File: config.mk
export PLATFORM = sky130hd
export DESIGN_NAME = subr8u_serial
export DESIGN_NICKNAME = d
export VERILOG_FILES = /design/src/rtl/subr8u_serial.sv
export SDC_FILE = /design/constraint.sdc
export NUM_CORES = 1
export LEC_CHECK = 0
export ABC_CLOCK_PERIOD_IN_PS = 5100
export BUFFER_PORTS_ARGS = -buffer_cell sky130_fd_sc_hd__buf_2
export CAP_MARGIN = 20
export CORE_ASPECT_RATIO = 0.5
export CORE_UTILIZATION = 45
export DETAILED_ROUTE_END_ITERATION = 10
export MAX_ROUTING_LAYER = met4
export SYNTH_ARGS = -nofsm -noshare
export SYNTH_HDL_FRONTEND = slang
export SYNTH_SLANG_ARGS = --single-unit
File: constraint.sdc
create_clock -name clk -period 5.1 [get_ports clk]
set_input_delay 0.765 -clock clk [delete_from_list [all_inputs] [get_ports clk]]
set_output_delay 0.765 -clock clk [all_outputs]
set_load 0.01 [all_outputs]
File: src/rtl/subr8u_serial.sv
// subr8u_serial - iterative unsigned subtractor with a mod-3 residue check.
//
// Computes D = A - B with a borrow out, resolving BITS_PER_CYCLE bits per
// clock LSB first through a ripple-borrow chain. Weighted mod-3 residues of
// A, B and D are built up alongside the bits, and the final identity
// A + borrow*2^WIDTH == B + D (mod 3) is checked when the result is written.
//
// Ports
//   clk        rising-edge clock
//   rst_n      asynchronous active-low reset
//   in_valid   operands valid (sampled only in IDLE)
//   in_ready   block can accept operands (IDLE)
//   a, b       minuend / subtrahend, unsigned, WIDTH bits
//   out_valid  result valid (DONE)
//   out_ready  consumer takes result
//   d          difference (A - B) mod 2^WIDTH
//   borrow     1 iff A < B
//   err        residue mismatch, qualified by out_valid
module subr8u_serial #(
  parameter int WIDTH          = 8,
  parameter int BITS_PER_CYCLE = 1
) (
  input  logic             clk,
  input  logic             rst_n,
  input  logic             in_valid,
  output logic             in_ready,
  input  logic [WIDTH-1:0] a,
  input  logic [WIDTH-1:0] b,
  output logic             out_valid,
  input  logic             out_ready,
  output logic [WIDTH-1:0] d,
  output logic             borrow,
  output logic             err
);

  localparam int N  = WIDTH / BITS_PER_CYCLE;
  localparam int CW = (N > 1) ? $clog2(N) : 1;
  // 2^WIDTH mod 3
  localparam logic [1:0] POW_MOD3 = ((WIDTH % 2) == 1) ? 2'd2 : 2'd1;
  // With an odd slice size the parity of the first bit in a slice follows
  // the counter; with an even slice size every slice starts on an even bit.
  localparam bit BPC_ODD = (BITS_PER_CYCLE % 2) == 1;

  typedef enum logic [1:0] {IDLE, RUN, DONE} state_t;

  state_t              state_reg, state_next;
  logic [CW-1:0]       cnt_reg;
  logic [WIDTH-1:0]    a_sh_reg, b_sh_reg, dw_reg;
  logic                br_reg;
  logic [1:0]          ra_reg, rb_reg, rd_reg;
  logic [WIDTH-1:0]    d_reg;
  logic                borrow_reg, err_reg;

  logic                last_c;
  logic                cnt_par;
  logic [BITS_PER_CYCLE-1:0] dbits_c;
  logic                br_c;
  logic [1:0]          ra_c, rb_c, rd_c;
  logic [1:0]          lhs_c, rhs_c;
  logic                mismatch_c;
  logic [WIDTH-1:0]    dw_next;

  function automatic logic [1:0] add_mod3(input logic [1:0] x, input logic [1:0] y);
    logic [2:0] s;
    s = {1'b0, x} + {1'b0, y};
    if (s >= 3'd3) s = s - 3'd3;
    return s[1:0];
  endfunction

  assign last_c  = (cnt_reg == CW'(N - 1));
  assign cnt_par = BPC_ODD & cnt_reg[0];

  // One slice of the ripple-borrow chain plus the residue accumulation.
  always_comb begin
    logic       odd;
    logic [1:0] wt;
    br_c    = br_reg;
    ra_c    = ra_reg;
    rb_c    = rb_reg;
    rd_c    = rd_reg;
    dbits_c = '0;
    odd     = 1'b0;
    wt      = 2'd1;
    for (int j = 0; j < BITS_PER_CYCLE; j++) begin
      odd        = cnt_par ^ ((j % 2) == 1);
      wt         = odd ? 2'd2 : 2'd1;
      dbits_c[j] = a_sh_reg[j] ^ b_sh_reg[j] ^ br_c;
      br_c       = (~a_sh_reg[j] & b_sh_reg[j]) | (~(a_sh_reg[j] ^ b_sh_reg[j]) & br_c);
      if (a_sh_reg[j]) ra_c = add_mod3(ra_c, wt);
      if (b_sh_reg[j]) rb_c = add_mod3(rb_c, wt);
      if (dbits_c[j])  rd_c = add_mod3(rd_c, wt);
    end
    lhs_c      = add_mod3(ra_c, br_c ? POW_MOD3 : 2'd0);
    rhs_c      = add_mod3(rb_c, rd_c);
    mismatch_c = (lhs_c != rhs_c);
  end

  // Result bits enter at the top and walk down, so after N slices the
  // first-resolved bits sit at the LSB end.
  assign dw_next = (dw_reg >> BITS_PER_CYCLE) |
                   (WIDTH'(dbits_c) << (WIDTH - BITS_PER_CYCLE));

  // State register
  always_ff @(posedge clk or negedge rst_n) begin
    if (!rst_n) state_reg <= IDLE;
    else        state_reg <= state_next;
  end

  // Next-state logic
  always_comb begin
    state_next = state_reg;
    case (state_reg)
      IDLE:    if (in_valid)  state_next = RUN;
      RUN:     if (last_c)    state_next = DONE;
      DONE:    if (out_ready) state_next = IDLE;
      default: state_next = IDLE;
    endcase
  end

  // Output logic
  always_comb begin
    in_ready  = (state_reg == IDLE);
    out_valid = (state_reg == DONE);
  end

  assign d      = d_reg;
  assign borrow = borrow_reg;
  assign err    = err_reg;

  // Datapath
  always_ff @(posedge clk or negedge rst_n) begin
    if (!rst_n) begin
      cnt_reg    <= '0;
      a_sh_reg   <= '0;
      b_sh_reg   <= '0;
      dw_reg     <= '0;
      br_reg     <= 1'b0;
      ra_reg     <= 2'd0;
      rb_reg     <= 2'd0;
      rd_reg     <= 2'd0;
      d_reg      <= '0;
      borrow_reg <= 1'b0;
      err_reg    <= 1'b0;
    end else begin
      case (state_reg)
        IDLE: begin
          if (in_valid) begin
            a_sh_reg <= a;
            b_sh_reg <= b;
            dw_reg   <= '0;
            br_reg   <= 1'b0;
            ra_reg   <= 2'd0;
            rb_reg   <= 2'd0;
            rd_reg   <= 2'd0;
            cnt_reg  <= '0;
          end
        end
        RUN: begin
          a_sh_reg <= a_sh_reg >> BITS_PER_CYCLE;
          b_sh_reg <= b_sh_reg >> BITS_PER_CYCLE;
          dw_reg   <= dw_next;
          br_reg   <= br_c;
          ra_reg   <= ra_c;
          rb_reg   <= rb_c;
          rd_reg   <= rd_c;
          if (last_c) begin
            d_reg      <= dw_next;
            borrow_reg <= br_c;
            err_reg    <= mismatch_c;
          end else begin
            cnt_reg <= cnt_reg + CW'(1);
          end
        end
        default: ;
      endcase
    end
  end

endmodule

* Yosys cells after proc, flatten, opt, wreduce, memory -nomap -nowiden *
Index checks and enable logic that the tools add are counted.

storage, ports and cells
  register bits = 46
  input bits = 20
  output and inout port bits = 12
  logic and storage cells = 79

cells by class
  add/sub/neg operators = 11
  magnitude comparators = 5
  equality and inequality tests = 8
  muxes and demuxes = 29
  bitwise operators = 8
  reduce and logical (&&, ||, !) cells = 6

operators by type and width
  operator                                               number
  case mux 8 bit (2 select lines)                        3
  2-to-1 mux 2 bit                                       13
  2-to-1 mux 8 bit                                       3
  >= comparator 3 x 2 -> 1 bit, second input constant    5
  adder 2 x 2 -> 3 bit                                   4
  case mux 2 bit (2 select lines)                        3
  subtractor 2 bit, second input constant                5
  bitwise OR 7 x 8 -> 8 bit                              1
  2-to-1 mux 3 bit                                       2
  inequality test 2 bit, second input constant           3
  case mux 2 bit (3 select lines)                        1
  case mux 3 bit (2 select lines)                        1
  AND reduction 3 bit                                    2
  AND reduction 2 bit                                    2
  adder 2 x 1 -> 3 bit                                   1
  adder 3 x 1 -> 3 bit, second input constant            1
  == test 3 bit, second input constant                   1
  bitwise AND 1 bit                                      2
  == test 2 x 1 -> 1 bit, second input constant          1
  == test 2 bit, second input constant                   1
  zero test 2 bit                                        1
  2-to-1 mux 1 bit                                       2
  inequality test 2 x 1 -> 1 bit, second input constant  1
  inequality test 2 bit                                  1
  5 further kinds                                        7

* Depth between registers and ports, before layout *
Gate-level depths: netlist of run 1.

  word-level depth = 9
  gate-level depth with buffers = 16

* Worst setup path after synthesis of run 1 *
Ideal clock, no wire load.

  kind = register -> register
  from = register cnt_reg[0]
  to = register err_reg (netlist: err)
  data arrival time = 3,823 ps
  data required time = 4,957 ps
  path slack = 1,133 ps
  stages on the path, launching flop included = 17
  path buffers = 0
  cell sequence = dfrtp_1 inv_1 ha_1 inv_1 fa_1 inv_1 ha_1 nor3b_1 a21oi_1 mux2_2 ha_1 fa_1 ha_1 or4b_1 o21ai_2 xnor2_1 a41oi_2

between the ends
  cells in the longest elaborated chain, start to end = 9

ends and longest elaborated chain
  element                                                           RTL line    source
  from (decl)                                                       47          logic [CW-1:0] cnt_reg;
  from (signal assigned)                                            171         cnt_reg <= cnt_reg + CW'(1);
  2-to-1 mux 2 bit                                                  86          wt = odd ? 2'd2 : 2'd1;
  adder 2 x 2 -> 3 bit                                              65          s = {1'b0, x} + {1'b0, y};
  >= comparator 3 x 2 -> 1 bit or subtractor 2 bit (tied branches)  66          if (s >= 3'd3) s = s - 3'd3;
  2-to-1 mux 2 bit                                                  66
  2-to-1 mux 2 bit (on tied branches)                               89, 90, 91
  adder 2 x 1 -> 3 bit or adder 2 x 2 -> 3 bit (tied branches)      65
  >= comparator 3 x 2 -> 1 bit or subtractor 2 bit (tied branches)  66
  2-to-1 mux 2 bit                                                  66
  inequality test 2 bit                                             95          mismatch_c = (lhs_c != rhs_c);
  to (signal assigned)                                              169         err_reg <= mismatch_c;
  to (decl)                                                         52          logic borrow_reg, err_reg;

Parallel ways exist; a longest one is shown, timed or not.
A chain may end at the register's enable or synchronous reset.

* Worst setup path after layout of run 1 *
Ends and elaborated chain as after synthesis.

==> results of run 1 <==
-- worst paths after layout --
kind,from,endpoint,slack (ns),cells past startpoint
setup / recovery,cnt_reg[0],err,0.86,16
hold / removal,rst_n,a_sh_reg[3],0.30,1
setup reg to reg,cnt_reg[0],err,0.86,16
hold reg to reg,a_sh_reg[1],a_sh_reg[1],0.49,2
max in group asynchronous,rst_n,d[7],4.36,2
min in group clk,a_sh_reg[1],a_sh_reg[1],0.49,2
-- logic make-up (layout without fill, tap and decap cells) --
group,Yosys count,count (layout),synth area share [%]
AOI/OAI and AO/OA,55,55,15.2
adders and majority gates,18,18,11.2
buffers and inverters,27,58,4.88
and+or+nand+nor,43,43,8.72
muxes,28,28,12.2
xor gates and xnor gates,3,3,1.09
DFF,45,45,46.7
-- through the flow --
step	setup WS [ns]	instance area (um^2)	utilization (%)	cells	hold slack [ns]
final	0.856	2720	53.9	320	0.299
after global routing	0.595	2720	53.9	320	0.291
after floorplan	1.13	2410	-	219	0.450
after global placement	0.989	2610	51.8	311	0.460
after CTS	0.818	2700	53.5	319	0.494
after detailed placement	0.847	2610	51.8	311	0.474
-- cells in the final DEF (no fill, tap or decap), drive strengths merged, types with 2 or more instances in the layout --
| cell type | count |
|---|---|
| a21oi | 8 |
| mux2 | 11 |
| a22o | 15 |
| ha | 12 |
| mux2i | 17 |
| o22ai | 2 |
| nor2 | 5 |
| fa | 6 |
| nor2b | 5 |
| nor3b | 3 |
| xnor2 | 3 |
| o21ai | 24 |
| dfrtp | 45 |
| clkbuf | 5 |
| nand3b | 2 |
| buf | 34 |
| nand2b | 2 |
| nand2 | 22 |
| inv | 17 |
-- per-layer routing --
| metal | vias to the layer above | wire (um) |
|---|---|---|
| met4 | 0 | 17 |
| met2 | 23 | 1960 |
| met5 | - | 0 |
| met3 | 2 | 151 |
| met1 | 832 | 2110 |
| li1 | 827 | - |
-- layout make-up --
class	count	area (um^2)	area share, %
Clock buffer	5	68.8	2.53
Inverter	16	60.1	2.21
Clock inverter	3	21.3	0.782
Sequential cell	45	1130	41.4
Tap cell	70	87.6	3.22
Timing Repair Buffer	34	190	6.99
Multi-Input combinational cell	147	1170	42.9
-- worst max-delay path, stage by stage, from the launching register on --
cell and delay (ns):
dfrtp_1 0.40, inv_1 0.28, ha_1 0.21, inv_1 0.05
fa_1 0.52, inv_1 0.06, ha_1 0.17, nor2b_1 0.21
mux2i_1 0.11, mux2_2 0.28, ha_1 0.19, fa_1 0.49
ha_1 0.25, or4b_1 0.54, o21ai_2 0.08, xnor2_1 0.15
a41oi_2 0.13
==> out/metrics.cfg, run 1 <==
[timing]
fin_crit_ns = 4.24
setup_viol = 0
finalMaxSlewViolations = 0
tns_ns = 0
tightest_slew_ns = 0.438
period_share_pct = 83.2
finalHoldViolations = 0
clock-skew-final_ns = 0.00745
timing.slew.headroom_pct = 70.8
clock.fmax_mhz = 236
rsz0062_at_grt = false

[final_layout]
nets = 287
drive_above_1_share_pct = 22.4
nFillCells = 472
syn_to_final_growth_pct = 12.9
num_antenna_cells = 0

[clock_tree]
clock_latency_ns = 0.29
clock-sinks = 45
cts_inserted_buffers = 5
clock-root-buffer = clkbuf_8
post_cts_buffers = 0
cts_tree = done
path_clk_slew_ns = 0.09
cts_buffer_depth = 2
ctsHoldBuffers = 0
cts_resized = 0
ctsHtreeMaxLevel = 2

[global_route]
grtUsageMet1_pct = 23.4
busiest_layer = met2
grt_pass1_vias = 1598
met2_usage_pct = 28.6
grt_pass1_wl_um = 7430
use_met3_pct = 4.84
grt_start_max_net_pins = 47
grtUsageTotal_pct = 18.0
antenna_found_initial = 0
grt.overflow.total = 0

[detailed_routing]
routedWlPerCell_um = 13.2
antenna_left = 0
vias = 1684
avgViaCountPerCell = 5.26
firstDrtPassIters = 4
drt_drc_violations_left = 0
drt_iter0_markers = 46
wl_um = 4230

[synth]
synth_seq_cells = 45
synth_top_area_cell = dfrtp_1
synth_edf_count = 0
synth_top_flop_cell = dfrtp_1
syn-num-nets = 257
synthArstFlopShare_pct = 100
seq_area_frac_synth_pct = 46.7
syn_inst = 219
synth_area_um2 = 2410
synth_top_cells_by_count = dfrtp_1, o21ai_0, nand2_1, mux2i_1, inv_1
yosysUniqueCellTypes = 32
synth_most_common_cell = dfrtp_1
synth_top_cell_area_share_pct = 46.7
yosys_warnings = 0
avgSynthCellArea_um2 = 11.0
synthTopCellsByArea = dfrtp_1, mux2i_1, ha_1, a22o_1, mux2_2

[floorplanning]
io_pins = 32
die_w_um = 106
dieArea_um2 = 5670
start_util_pct = 47.8
row_count = 18
die_h_um = 53.8
coreArea_um2 = 5040

[worst_setup_path]
cp-start-kind = flip-flop
path_class = flip-flop to flip-flop
cp.required_ns = 5.26
critPathMaxFanout = 7
worst_setup_path_end_kind = flip-flop
crit_arrival_ns = 4.40

[hold_path]
hp-class = input port to async pin

[placement]
portBuffers = 31
dp_hpwl_um = 3000
gp_congestion = 0.774

[job]
drv_cap = 0

[status]
status = finished clean

Power of run 1 is left out: the tool's default activity adds up to more than one toggle a clock period on the data nets, which glitch-free logic cannot reach.
==> run 2, diff against run 1 <==
--- a/config.mk
+++ b/config.mk
@@ -5,7 +5,7 @@
 export SDC_FILE = /design/constraint.sdc
 export NUM_CORES = 1
 export LEC_CHECK = 0
-export ABC_CLOCK_PERIOD_IN_PS = 5100
+export ABC_CLOCK_PERIOD_IN_PS = 4220
 export BUFFER_PORTS_ARGS = -buffer_cell sky130_fd_sc_hd__buf_2
 export CAP_MARGIN = 20
 export CORE_ASPECT_RATIO = 0.5
==> constraint.sdc (replaced) <==
create_clock -name clk -period 4.22 [get_ports clk]
set_input_delay 0.633 -clock clk [delete_from_list [all_inputs] [get_ports clk]]
set_output_delay 0.633 -clock clk [all_outputs]
set_load 0.01 [all_outputs]
==> run 2 against run 1 <==
Net effect: die area did not move; worst hold slack worse by 0.085 ns; clock skew shrank 0.0024 ns; wire length rose by 8.4%; maximum frequency is 6.0% higher.
==> out/metrics.cfg, run 2 (synthesis results as in run 1) <==
[floorplanning]
row_count = 18
io_pins = 32
coreArea_um2 = 5040
die_w_um = 106
die_h_um = 53.8
start_util_pct = 47.8
dieArea_um2 = 5670

[detailed_routing]
drt_drc_violations_left = 0
avgViaCountPerCell = 5.18
vias = 1653
routedWlPerCell_um = 14.4
firstDrtPassIters = 4
drt_iter0_markers = 30
wl_um = 4590
antenna_left = 0

[final_layout]
layoutNonFillerInstCount = 319
final_common_cell = dfrtp_1
drive_above_1_share_pct = 23.7
layout_common_cells = dfrtp_1, buf_2, o21ai_0, nand2_1, mux2i_1
syn_to_final_growth_pct = 12.9
utilization_pct = 54.0
nets = 288
num_antenna_cells = 0

[worst_setup_path]
endpoint = err
path_class = flip-flop to flip-flop
crit_arrival_ns = 4.16
r2r-end = err
crit_start = cnt_reg[0]
cp-start-kind = flip-flop
r2r_slack_ns = 0.22
worst_setup_path_end_kind = flip-flop
reg2reg_depth = 16
r2r-start = cnt_reg[0]
critPathMaxFanout = 5
cp.required_ns = 4.37

[status]
status = finished clean

[global_route]
grt_start_max_net_pins = 47
grt.overflow.total = 0
grtUsageMet1_pct = 24.2
antenna_found_initial = 0
grtUsageTotal_pct = 18.7
grt_pass1_vias = 1575
use_met3_pct = 5.57
grt_pass1_wl_um = 7670
met2_usage_pct = 28.5
busiest_layer = met2

[clock_tree]
ctsHoldBuffers = 0
path_clk_slew_ns = 0.08
cts_inserted_buffers = 5
cts_tree = done
clock_latency_ns = 0.29
cts_buffer_depth = 2
post_cts_buffers = 0
ctsHtreeMaxLevel = 2
clock-root-buffer = clkbuf_8
clock-sinks = 45
cts_resized = 0

[timing]
fin_crit_ns = 4.00
tns_ns = 0
clock.fmax_mhz = 250
clock-skew-final_ns = 0.00504
finalHoldViolations = 0
timing.slew.headroom_pct = 70.6
period_share_pct = 94.9
setup_viol = 0
rsz0062_at_grt = false
tightest_slew_ns = 0.440
finalMaxSlewViolations = 0

[hold_path]
hp-class = input port to async pin

[placement]
gp_congestion = 0.785
dpl.cell_count = 312
portBuffers = 31
dp_hpwl_um = 3160

[job]
drv_cap = 0

run 2: critical path: stages (launching register included):
cell	delay, ns
dfrtp_1	0.41
inv_2	0.13
ha_1	0.16
inv_1	0.05
fa_1	0.53
inv_1	0.06
ha_1	0.19
nor2b_2	0.17
mux2i_1	0.09
mux2_2	0.27
ha_1	0.19
fa_1	0.48
ha_2	0.22
or4b_1	0.55
o21ai_2	0.09
xnor2_1	0.15
a41oi_2	0.14
run 2: per-stage QoR:
step / setup WS, ns / cell area, um^2 / hold WS [ns]
final: 0.215 / 2720 / 0.214
after global routing: 0.0148 / 2720 / 0.219
after CTS: 0.0422 / 2690 / 0.487
after detailed placement: 0.0372 / 2620 / 0.467
after global placement: 0.241 / 2620 / 0.457
after floorplan: 0.253 / 2410 / 0.337
run 2: area by class of cell:
type / instances / area [um^2]
clock buffer: 5 / 68.8
clock inverter: 1 / 5.00
fill: 472 / 2320
inverter: 16 / 60.1
multi-input combinational: 147 / 1180
sequential: 45 / 1130
tap: 70 / 87.6
timing repair buffer: 35 / 198
run 2: how the worst min path moves through the flow:
stage / slack [ns] / endpoint / cells past startpoint / start
floorplan: 0.34 / a_sh_reg[0] / 0 / rst_n
global placement: 0.46 / d[7] / 2 / d[7]
finish: 0.21 / b_sh_reg[4] / 1 / rst_n
detailed placement: 0.47 / d[7] / 2 / d[7]
CTS: 0.49 / d[7] / 2 / d[7]
global route: 0.22 / b_sh_reg[4] / 1 / rst_n
run 2: per-layer routing:
layer,vias to the layer above,part of all wire (%)
li1,822,-
met1,800,51
met2,23,44
met3,8,3.8
met4,0,1.4
met5,-,0
Power of run 2 is left out for the same reason.
